===== config.mk =====
export PLATFORM = sky130hd
export DESIGN_NAME = pic_inta_initiator
export DESIGN_NICKNAME = d
export VERILOG_FILES = /design/src/rtl/pic_pkg.sv /design/src/rtl/pic_inta_initiator.sv
export SDC_FILE = /design/constraint.sdc
export NUM_CORES = 1
export LEC_CHECK = 0
export CORE_ASPECT_RATIO = 1.1
export CORE_MARGIN = 2
export CORE_UTILIZATION = 45
export CTS_CLUSTER_DIAMETER = 80
export DETAILED_ROUTE_END_ITERATION = 10
export PLACE_DENSITY = 0.92
export SYNTH_ARGS = -nofsm -noshare
export SYNTH_HDL_FRONTEND = slang
export SYNTH_SLANG_ARGS = --single-unit

===== constraint.sdc =====
create_clock -name CLK -period 3.6 [get_ports CLK]
set_input_delay 1.08 -clock CLK [delete_from_list [all_inputs] [get_ports CLK]]
set_output_delay 1.08 -clock CLK [all_outputs]
set_load 0.05 [all_outputs]

===== src/rtl/pic_pkg.sv =====
// pic_pkg: definitions shared between the PIC and its CPU-side acknowledge
// initiator.
//   - pic_state_t : states of the INTA initiator sequencer
//   - OCW2_*      : OCW2 command codes in DATA[7:5], as decoded by the PIC
//   - MODE_*      : MODE bus codes shared with the PIC
//   - eoi_byte()  : builds the End-Of-Interrupt OCW2 byte
package pic_pkg;

  typedef enum logic [2:0] {
    IDLE    = 3'd0,
    INTA1   = 3'd1,
    GAP     = 3'd2,
    INTA2   = 3'd3,
    DELIVER = 3'd4,
    SERVICE = 3'd5,
    EOI     = 3'd6
  } pic_state_t;

  localparam logic [2:0] OCW2_NS_EOI = 3'b001;
  localparam logic [2:0] OCW2_SP_EOI = 3'b011;

  // MODE bus encodings; the PIC decodes the same values.
  localparam logic [1:0] MODE_NORMAL = 2'b00;
  localparam logic [1:0] MODE_ICW    = 2'b01;
  localparam logic [1:0] MODE_OCW    = 2'b10;
  localparam logic [1:0] MODE_POLL   = 2'b11;

  // Specific EOI names the serviced level (vector[2:0]); non-specific EOI
  // lets the PIC clear its highest in-service bit.
  function automatic logic [7:0] eoi_byte(input logic specific,
                                          input logic [2:0] level);
    if (specific)
      return {OCW2_SP_EOI, 2'b00, level};
    else
      return {OCW2_NS_EOI, 5'b00000};
  endfunction

endpackage


===== src/rtl/pic_inta_initiator.sv =====
// pic_inta_initiator: CPU-side end of the PIC interrupt acknowledge protocol.
// On INT & INT_EN it issues two INTA_N pulses, captures the vector byte the
// PIC drives during the second pulse, hands it to the core, and after the
// handler completes writes the EOI OCW2 back to the PIC.
//
// Ports:
//   CLK          in   clock, rising edge
//   RST          in   asynchronous reset, active-high
//   INT          in   interrupt request from the PIC (level)
//   INT_EN       in   CPU interrupt-enable flag
//   DATA_IN      in   [7:0] PIC data bus (vector byte)
//   INTA_N       out  interrupt acknowledge, active-low, registered
//   vector       out  [7:0] captured vector byte
//   vector_valid out  vector is available to the core
//   spurious     out  captured vector is spurious (qualified by vector_valid)
//   vector_ack   in   core has taken the vector
//   service_done in   core has finished the handler
//   OCW2_WR      out  one-cycle write strobe to the PIC
//   OCW2_DATA    out  [7:0] OCW2 byte (qualified by OCW2_WR)
//   busy         out  high in every state except IDLE
module pic_inta_initiator
  import pic_pkg::*;
#(
  parameter int INTA_PULSE_CYCLES = 2,
  parameter int INTA_GAP_CYCLES   = 1,
  parameter int AEOI              = 0,
  parameter int EOI_SPECIFIC      = 1
) (
  input  logic       CLK,
  input  logic       RST,
  input  logic       INT,
  input  logic       INT_EN,
  input  logic [7:0] DATA_IN,
  output logic       INTA_N,
  output logic [7:0] vector,
  output logic       vector_valid,
  output logic       spurious,
  input  logic       vector_ack,
  input  logic       service_done,
  output logic       OCW2_WR,
  output logic [7:0] OCW2_DATA,
  output logic       busy
);

  localparam int MAX_PHASE = (INTA_PULSE_CYCLES > INTA_GAP_CYCLES) ?
                             INTA_PULSE_CYCLES : INTA_GAP_CYCLES;
  localparam int CW = $clog2(MAX_PHASE + 1);
  localparam logic [CW-1:0] PULSE_LOAD = CW'(INTA_PULSE_CYCLES - 1);
  localparam logic [CW-1:0] GAP_LOAD   = CW'(INTA_GAP_CYCLES - 1);

  pic_state_t    state_q, state_d;
  logic [CW-1:0] cnt_q, cnt_d;
  logic          inta_n_q;
  logic [7:0]    vector_q;
  logic          spurious_q;
  // INT level sampled at the end of the first pulse; it only becomes the
  // visible spurious flag together with the vector capture.
  logic          spurious_pend;
  logic          sample_int;
  logic          capture_vec;

  // Next-state / phase counter
  always_comb begin
    state_d     = state_q;
    cnt_d       = cnt_q;
    sample_int  = 1'b0;
    capture_vec = 1'b0;
    case (state_q)
      IDLE: begin
        if (INT && INT_EN) begin
          state_d = INTA1;
          cnt_d   = PULSE_LOAD;
        end
      end
      INTA1: begin
        if (cnt_q == '0) begin
          sample_int = 1'b1;
          state_d    = GAP;
          cnt_d      = GAP_LOAD;
        end else begin
          cnt_d = cnt_q - CW'(1);
        end
      end
      GAP: begin
        if (cnt_q == '0) begin
          state_d = INTA2;
          cnt_d   = PULSE_LOAD;
        end else begin
          cnt_d = cnt_q - CW'(1);
        end
      end
      INTA2: begin
        if (cnt_q == '0) begin
          capture_vec = 1'b1;
          state_d     = DELIVER;
          cnt_d       = '0;
        end else begin
          cnt_d = cnt_q - CW'(1);
        end
      end
      DELIVER: begin
        // A spurious vector has no in-service bit behind it, and auto-EOI
        // mode clears it in the PIC, so neither needs an EOI write.
        if (vector_ack)
          state_d = (spurious_q || (AEOI != 0)) ? IDLE : SERVICE;
      end
      SERVICE: begin
        if (service_done)
          state_d = EOI;
      end
      EOI: begin
        state_d = IDLE;
      end
      default: begin
        state_d = IDLE;
        cnt_d   = '0;
      end
    endcase
  end

  // State, INTA_N and capture registers
  always_ff @(posedge CLK or posedge RST) begin
    if (RST) begin
      state_q       <= IDLE;
      cnt_q         <= '0;
      inta_n_q      <= 1'b1;
      vector_q      <= 8'h00;
      spurious_q    <= 1'b0;
      spurious_pend <= 1'b0;
    end else begin
      state_q  <= state_d;
      cnt_q    <= cnt_d;
      // Driven from the next state so the pin changes in the same cycle the
      // state does, straight from a flop.
      inta_n_q <= !((state_d == INTA1) || (state_d == INTA2));
      if (sample_int)
        spurious_pend <= ~INT;
      if (capture_vec) begin
        vector_q   <= DATA_IN;
        spurious_q <= spurious_pend;
      end
    end
  end

  assign INTA_N       = inta_n_q;
  assign vector       = vector_q;
  assign spurious     = spurious_q;
  assign vector_valid = (state_q == DELIVER);
  assign busy         = (state_q != IDLE);
  assign OCW2_WR      = (state_q == EOI);
  assign OCW2_DATA    = OCW2_WR ? eoi_byte(EOI_SPECIFIC != 0, vector_q[2:0])
                                : 8'h00;

endmodule


[Word-level counts from Yosys, hierarchy flattened]
Index checks and enable logic that the tools add are counted.
Word-level totals
  flip-flop bits (word level): 16
  bits of input ports: 14
  output and inout port bits: 21
Operators by class
  equal/unequal tests: 9
  muxes and demuxes: 16
  reductions and logical operators: 9
  bitwise operators: 2
  $add $sub $neg: 1
Operators by type and width (number)
  3-bit 2-to-1 mux: 7
  3-bit case mux with 6 select lines: 1
  3-bit by 2-bit equality test with 1-bit output (second input constant): 3
  3-bit equality test (second input constant): 3
  2-bit case mux with 4 select lines: 1
  7-bit 2-to-1 mux: 1
  3-bit by 1-bit equality test with 1-bit output (second input constant): 2
  2-bit 2-to-1 mux: 3
  3-bit logical NOT: 1
  1-bit 2-to-1 mux: 3
  3-bit nonzero test: 1
  3-bit OR reduction: 1
  2-bit logical NOT: 1
  2-bit inequality test (second input constant): 1
  1-bit NOT: 2
  2-bit AND reduction: 1
  2-bit OR reduction: 1
  2-bit by 1-bit subtractor with 2-bit output (second input constant): 1
  1-bit logical AND: 1
  1-bit logical NOT: 1
  1-bit logical OR: 1

[Depth between registers and ports, before layout]
Gate-level depths: netlist of run 1.
  depth after elaboration: 6
  depth in mapped cells: 5

[Worst setup path before layout of run 1]
No wires, ideal clock.
  kind: register to output
  start: reg state_q[2]
  end: out OCW2_DATA[5]
  path slack: 1067 ps
  path buffers: 3
  arrival time: 1453 ps
  stages on the path, launching flop included: 5
  cell sequence: dfrtp_1 > buf_6 > clkbuf_1 > and2_1 > buf_4
On the way
  longest elaborated chain between the ends: 2
RTL lines
  start: declaration: line pic_inta_initiator.sv:51  | pic_state_t state_q, state_d;
  start signal: assignment: line pic_inta_initiator.sv:131  | state_q <= state_d;
  3-bit equality test: line pic_inta_initiator.sv:150  | assign OCW2_WR = (state_q == EOI);
  named net OCW2_WR: line pic_inta_initiator.sv:40  | output logic OCW2_WR,
  7-bit 2-to-1 mux: line pic_inta_initiator.sv:151  | assign OCW2_DATA = OCW2_WR ? eoi_byte(EOI_SPECIFIC != 0, vector_q[2:0])
  end: declaration: line pic_inta_initiator.sv:41  | output logic [7:0] OCW2_DATA,
The timed path passes the listed nets, and every way through them passes these cells.

[Worst setup path after layout of run 1]
  start: reg state_q[2]
  end: out vector_valid
On the way
  longest elaborated chain between the ends: 1
RTL lines
  3-bit equality test: line pic_inta_initiator.sv:148  | assign vector_valid = (state_q == DELIVER);
  end: declaration: line pic_inta_initiator.sv:36  | output logic vector_valid,
No other way between the ends.

==> results of run 1 <==
[area by class of cell]
type	count	area, um^2
clock buffers	4	36.28
fillers	123	599.3
flip-flops and latches	16	401.6
inverters	3	11.26
multi-input cells	51	385.4
repair buffers	33	325.3
well taps	18	22.52
[routing by layer]
layer  GRT usage  part of all wire
met5           0                 0
met4     0.06863                 0
met3     0.04029             0.051
met2      0.3099              0.53
met1      0.2109              0.42
[report_power, final]
| group | internal, W | switching (W) |
|---|---|---|
| Clock | 0.0000615 | 0.0000587 |
| Combinational | 0.000276 | 0.000445 |
| Sequential | 0.000265 | 0.0000648 |
| Total | 0.000603 | 0.000569 |
[through the flow]
step           hold slack, ns  total power [W]    util  cells
2_1_floorplan          0.4553        0.0008429       -     79
3_3_place_gp           0.4831         0.001032  0.6433    121
3_5_place_dp           0.4849         0.001051  0.6433    121
4_1_cts                0.5102         0.001175  0.6636    125
5_1_grt                0.5276         0.001231  0.6636    125
6_report               0.5088         0.001172  0.6636    125
[logic make-up (layout without fill, tap and decap cells)]
kind of cell | Yosys count | after routing | share of synthesized area
xor+xnor | 1 | 1 | 0.01027
simple gates | 24 | 24 | 0.1804
mux | 10 | 10 | 0.1305
buf+inv | 12 | 40 | 0.08651
compound gates | 13 | 13 | 0.1173
other cells | 1 | 3 | 0.004395
flops | 16 | 16 | 0.4707
[layout by cell type (no fill, tap or decap), types with 3 or more instances in the layout]
master,instances
conb_1,3
nand2_1,6
clkbuf_4,3
a31oi_1,3
clkdlybuf4s50_1,31
dfrtp_1,15
mux2_2,8
and3_1,3
nand2b_1,3
inv_1,3
nor2_1,3
[flip-flops by register name (all words and copies together), names as in the netlist]
register and cells:
INTA_N 1, cnt_q 2, spurious 1, spurious_pend 1, state_q 3, vector 8
[worst paths after layout]
| path | from | to | slack, ns | depth (start not counted) |
|---|---|---|---|---|
| max | state_q[2]$_DFF_PP0_ | vector_valid | 0.49 | 3 |
| min | spurious_pend$_DFFE_PP0P_ | spurious_pend$_DFFE_PP0P_ | 0.51 | 2 |
| max reg2reg | state_q[2]$_DFF_PP0_ | vector[0]$_DFFE_PP0P_ | 1.87 | 3 |
| min reg2reg | spurious_pend$_DFFE_PP0P_ | spurious_pend$_DFFE_PP0P_ | 0.51 | 2 |
| max in group asynchronous | RST | state_q[0]$_DFF_PP0_ | 2.07 | 2 |
| min in group asynchronous | RST | spurious$_DFFE_PP0P_ | 1.14 | 2 |
[critical path, stage by stage (launching register included)]
cell             delay [ns]
dfrtp_1                0.66
nand2b_1               0.18
nor2_1                 0.11
clkdlybuf4s50_1        0.80
==> summary.txt, run 1 <==
Result of the run - complete, no violations
Final HPWL DP - 1323 um
Starting density of the core - 0.4789
Vertical die dimension - 49.67 um
Overall track demand over capacity in global routing - 0.1809
Combined area of all synthesized cells - 853.3 um^2
Total grt overflow - 0
Largest net degree at the start of global routing - 19
Post-placement cell area - 1146 um^2
Antenna-violating nets left - 0
Min-Delay Path Class - flip-flop to flip-flop
Post-layout nets - 122
Detailed-route wire length - 1820 um
Final number of hold-violating endpoints - 0
Number of failing setup endpoints in the final timing report - 0
Via count of the first global-routing pass - 716
Setup repair after global routing missed its margin - false
Placeable Area - 1782 um^2
Pwr per Cell Area - 990.9 nW/um^2
Max Clock Skew - 0.01169 ns
Final std cell area, no fill - 1182 um^2
First DRT Iteration DRCs - 20
Top cells by area, synth - dfrtp_1 (44%), mux2_2 (11%), buf_4 (4.4%)
Global-route wire length before repair - 3008 um
Boundary Pins - 35
Max Cap Viol - 0
Least setup slack across all paths after layout - 0.4913 ns
Most common cell in the synthesized netlist - dfrtp_1
Final min period - 3.109 ns
Detail-routed net length per standard cell - 14.56 um
Leading post-synthesis cells by instance count - dfrtp_1 (15), mux2_2 (8), nand2_1 (6)
Clock Sink Count - 16
EDFF count, synth - 0
TritonCTS clock tree - done
Final Max Slew Viols - 0
Signal arrival time at the worst endpoint - 2.03 ns
Cell type with the largest total area after synthesis - dfrtp_1
Register clock-pin slew on the reported worst setup and hold paths - 0.10 ns
Peak ir drop on the vdd network - 0.6164 mV
Sequential element share of the synthesized area - 0.4707
Number of standard cells after synthesis - 77
Post-CTS Hold Buffers - 0
Total inserted antenna cells - 0
Buffers on Ports - 31
Slew headroom - 0.6107
Maximum buffer depth of the clock tree - 2
Syn-to-layout area delta - 38.56%
Critical path data required time - 2.52 ns
Kind of end point of the critical path - output port
Total number of placement rows - 16
Setup TNS - 0 ns
Die span in x - 45.52 um
Die ar. - 2261 um^2
Root cell of the clock tree - clkbuf_4
Max Fanout on Critical Path - 18
Leakage - 0.5248 nW
Number of vias per cell - 5.472
Yosys warnings - 0
Count of instances resized after the clock tree is built - 0
Iteration count of the initial detailed-routing pass - 4
Max Fclk - 321.7 MHz
Worst-margin pin slew - 0.5833 ns
Post-route DRC violation count - 0
Share of layout cells above drive strength 1 - 0.1776
Per-instance average area after synthesis - 11.08 um^2
Proportion of netlist area held by the largest area contributor - 0.4399
TritonCTS buffer count - 3
Number of buffers inserted to repair setup after CTS - 0
Final weighted congestion in routability-driven placement - 0.8141
Async set or reset register ratio after synthesis - 1.000
Cell variety after synth - 34
Number of synthesized register bits - 16
Sort of element at the start of the critical path - flip-flop
Number of vias in the routed layout - 684
Worst setup slack after placement - 0.8230 ns
Antenna violations before repair - 0
Latest clock arrival within the worst-skew pair - 0.29 ns
Ratio of final minimum period to clock period - 0.8635
Type of the setup path with the least slack - flip-flop to output port
Most used DFF post-synth - dfrtp_1
Number of levels the H-tree was split into - 1
Power figures use the tool's default switching activity.
==> run 2: changes to the inputs <==
--- a/config.mk
+++ b/config.mk
@@ -5,6 +5,7 @@
 export SDC_FILE = /design/constraint.sdc
 export NUM_CORES = 1
 export LEC_CHECK = 0
+export ABC_AREA = 1
 export CORE_ASPECT_RATIO = 1.1
 export CORE_MARGIN = 2
 export CORE_UTILIZATION = 45
==> run 2 against run 1 <==
Utilization is 1.1 points lower. Fmax is 0.94% lower. Global-route usage is 0.15 points higher. Setup slack worse by 0.029 ns. Synthesized cell count is 44% higher. Sequential share of layout area is 0.55 points higher. First-iteration DRC count is 30% lower. Clock skew is 0.0014 ns lower. Wire length is 4.3% higher. Largest power group unchanged. Design area is 1.6% lower.
==> summary.txt, run 2 <==
EDFF count, synth - 0
Slew headroom - 0.6033
Ratio of final minimum period to clock period - 0.8717
Number of standard cells after synthesis - 111
Number of buffers inserted to repair setup after CTS - 0
Start point of the worst min-delay path - vector[4]$_DFFE_PP0P_
RR Endpoint - state_q[0]$_DFF_PP0_
Cell type with the largest total area after synthesis - dfrtp_1
Die span in x - 45.46 um
Top cells by area, synth - dfrtp_1 (44%), nand2_1 (15%), nand3_1 (8.8%)
Share of layout cells above drive strength 1 - 0.07801
Most used DFF post-synth - dfrtp_1
Post-CTS Hold Buffers - 0
Signal arrival time at the worst endpoint - 2.06 ns
Boundary Pins - 35
TritonCTS buffer count - 3
Pwr per Cell Area - 993.6 nW/um^2
Max Fanout on Critical Path - 6
Cell variety after synth - 18
Dominant delay contributor by cell family on the critical path - buffers and inverters
Final number of hold-violating endpoints - 0
Crit path max-delay cell type - clkdlybuf4s50_1
Gr busiest metal - met2
Met3 track demand over resource - 0.04762
Via count of the first global-routing pass - 726
Largest net degree at the start of global routing - 17
Type of the setup path with the least slack - flip-flop to output port
Overall track demand over capacity in global routing - 0.1824
Cell count of the worst hold path - 2
Final std cell area, no fill - 1164 um^2
Latest clock arrival within the worst-skew pair - 0.29 ns
Syn-to-layout area delta - 36.77%
GR Layer Usage met1 - 0.2061
Maximum buffer depth of the clock tree - 2
Max FFs per register - 8
TritonCTS clock tree - done
Worst path bufs/invs - 1
Result of the run - complete, no violations
Number of vias in the routed layout - 816
Final Max Slew Viols - 0
Worst reg-to-reg path cell count - 5
First DRT Iteration DRCs - 14
Least setup slack across all paths after layout - 0.4619 ns
Critical path cell sequence - nor2_1, nand2_1, nor2_1, clkdlybuf4s50_1
Most common cell in the synthesized netlist - nand2_1
Root cell of the clock tree - clkbuf_4
Final weighted congestion in routability-driven placement - 0.8590
Utilization of the core after routing - 0.6531
Per-instance average area after synthesis - 7.665 um^2
Setup repair after global routing missed its margin - false
Clock Sink Count - 16
Sequential element share of the synthesized area - 0.4721
Source of the worst register-to-register timing path - state_q[2]$_DFF_PP0_
Max Clock Skew - 0.01027 ns
Async set or reset register ratio after synthesis - 1.000
Starting density of the core - 0.4775
Post-placement cell area - 1137 um^2
Hold-critical path endpoint - vector[4]$_DFFE_PP0P_
Buffers on Ports - 31
Count of instances resized after the clock tree is built - 0
Peak ir drop on the vdd network - 0.5510 mV
Combined area of all synthesized cells - 850.8 um^2
Detail-routed net length per standard cell - 11.94 um
Final min period - 3.138 ns
Placeable Area - 1782 um^2
Die ar. - 2255 um^2
Number of synthesized register bits - 16
Sort of element at the start of the critical path - flip-flop
Post-layout nets - 156
Antenna violations before repair - 0
Number of levels the H-tree was split into - 1
Most common cell after layout, fill and taps aside - nand2_1
Met2 GRT Util - 0.3099
Max Cap Viol - 0
Fill cell total of the finished layout - 140
Register clock-pin slew on the reported worst setup and hold paths - 0.10 ns
Total inserted antenna cells - 0
Final HPWL DP - 1494 um
Setup TNS - 0 ns
Post-route DRC violation count - 0
Iteration count of the initial detailed-routing pass - 4
Critical path data required time - 2.52 ns
Total number of placement rows - 16
Proportion of netlist area held by the largest area contributor - 0.4412
Kind of end point of the critical path - output port
Number of failing setup endpoints in the final timing report - 0
Detailed-route wire length - 1898 um
Register-to-register setup slack - 2.34 ns
Worst setup slack after placement - 0.7830 ns
Min-Delay Path Class - flip-flop to flip-flop
Yosys warnings - 0
Global-route wire length before repair - 3022 um
Most used cells in the layout excluding fill and tap cells - nand2_1 (33), clkdlybuf4s50_1 (31), nor2_1 (16), nand3_1 (15), dfrtp_1 (15)
Most common cell type on the critical path - nor2_1
Total grt overflow - 0
Worst-margin pin slew - 0.5944 ns
Number of vias per cell - 5.132
Leakage - 0.5989 nW
Leading post-synthesis cells by instance count - nand2_1 (33), nor2_1 (16), dfrtp_1 (15), nand3_1 (15), inv_1 (12)
Antenna-violating nets left - 0
Vertical die dimension - 49.61 um
Delay contributed by the slowest stage of the critical path - 0.81 ns
Max Fclk - 318.7 MHz
[run 2: power breakdown]
group / total, W / switching, W / internal [W]
Clock: 0.0000988 / 0.0000557 / 0.0000431
Combinational: 0.000727 / 0.000500 / 0.000227
Sequential: 0.000330 / 0.0000652 / 0.000265
[run 2: area by class of cell]
class                           instances  area, um^2  share of cell area
Inverter                               12       45.04             0.03871
Multi-Input combinational cell         78       357.8              0.3075
Sequential cell                        16       401.6              0.3452
Clock buffer                            4       26.28             0.02258
Timing Repair Buffer                   31       310.3              0.2667
Tap cell                               18       22.52             0.01935
[run 2: how the worst max path moves through the flow]
stage	startpoint	cells after the start	end	slack, ns
finish	state_q[0]$_DFF_PP0_	4	OCW2_DATA[0]	0.46
CTS	state_q[0]$_DFF_PP0_	4	OCW2_DATA[0]	0.46
detailed placement	state_q[0]$_DFF_PP0_	4	OCW2_DATA[0]	0.78
floorplan	vector[0]$_DFFE_PP0P_	2	OCW2_DATA[0]	1.11
global route	state_q[0]$_DFF_PP0_	4	OCW2_DATA[0]	0.38
global placement	state_q[0]$_DFF_PP0_	4	OCW2_DATA[1]	0.87
[run 2: metal layers]
| metal | share of wire | up-vias |
|---|---|---|
| met3 | 0.075 | 5 |
| met5 | 0 | - |
| met2 | 0.52 | 35 |
| li1 | - | 398 |
| met1 | 0.39 | 378 |
| met4 | 0.019 | 0 |
[run 2: cells by family (layout without fill, tap and decap cells)]
| family | Yosys count | in the layout | synth area share |
|---|---|---|---|
| compound gates | 5 | 5 | 0.04264 |
| simple gates | 70 | 70 | 0.3647 |
| flops | 16 | 16 | 0.4721 |
| other cells | 1 | 3 | 0.004408 |
| buf+inv | 19 | 47 | 0.1162 |
[run 2: metrics by stage]
| step | hold WS, ns | power (W) | cells |
|---|---|---|---|
| after floorplan | 0.4596 | 0.0008519 | 113 |
| after global placement | 0.4529 | 0.001038 | 155 |
| after detailed placement | 0.4603 | 0.001061 | 155 |
| after CTS | 0.4812 | 0.001160 | 159 |
| after global routing | 0.5126 | 0.001226 | 159 |
| final | 0.4777 | 0.001156 | 159 |
[run 2: worst register-to-register path: cells and delay by family (launching register included)]
kind | cells | cell delay [ns]
flip-flops | 1 | 0.53
AND/OR/NAND/NOR | 4 | 0.42
buffers and inverters | 1 | 0.21
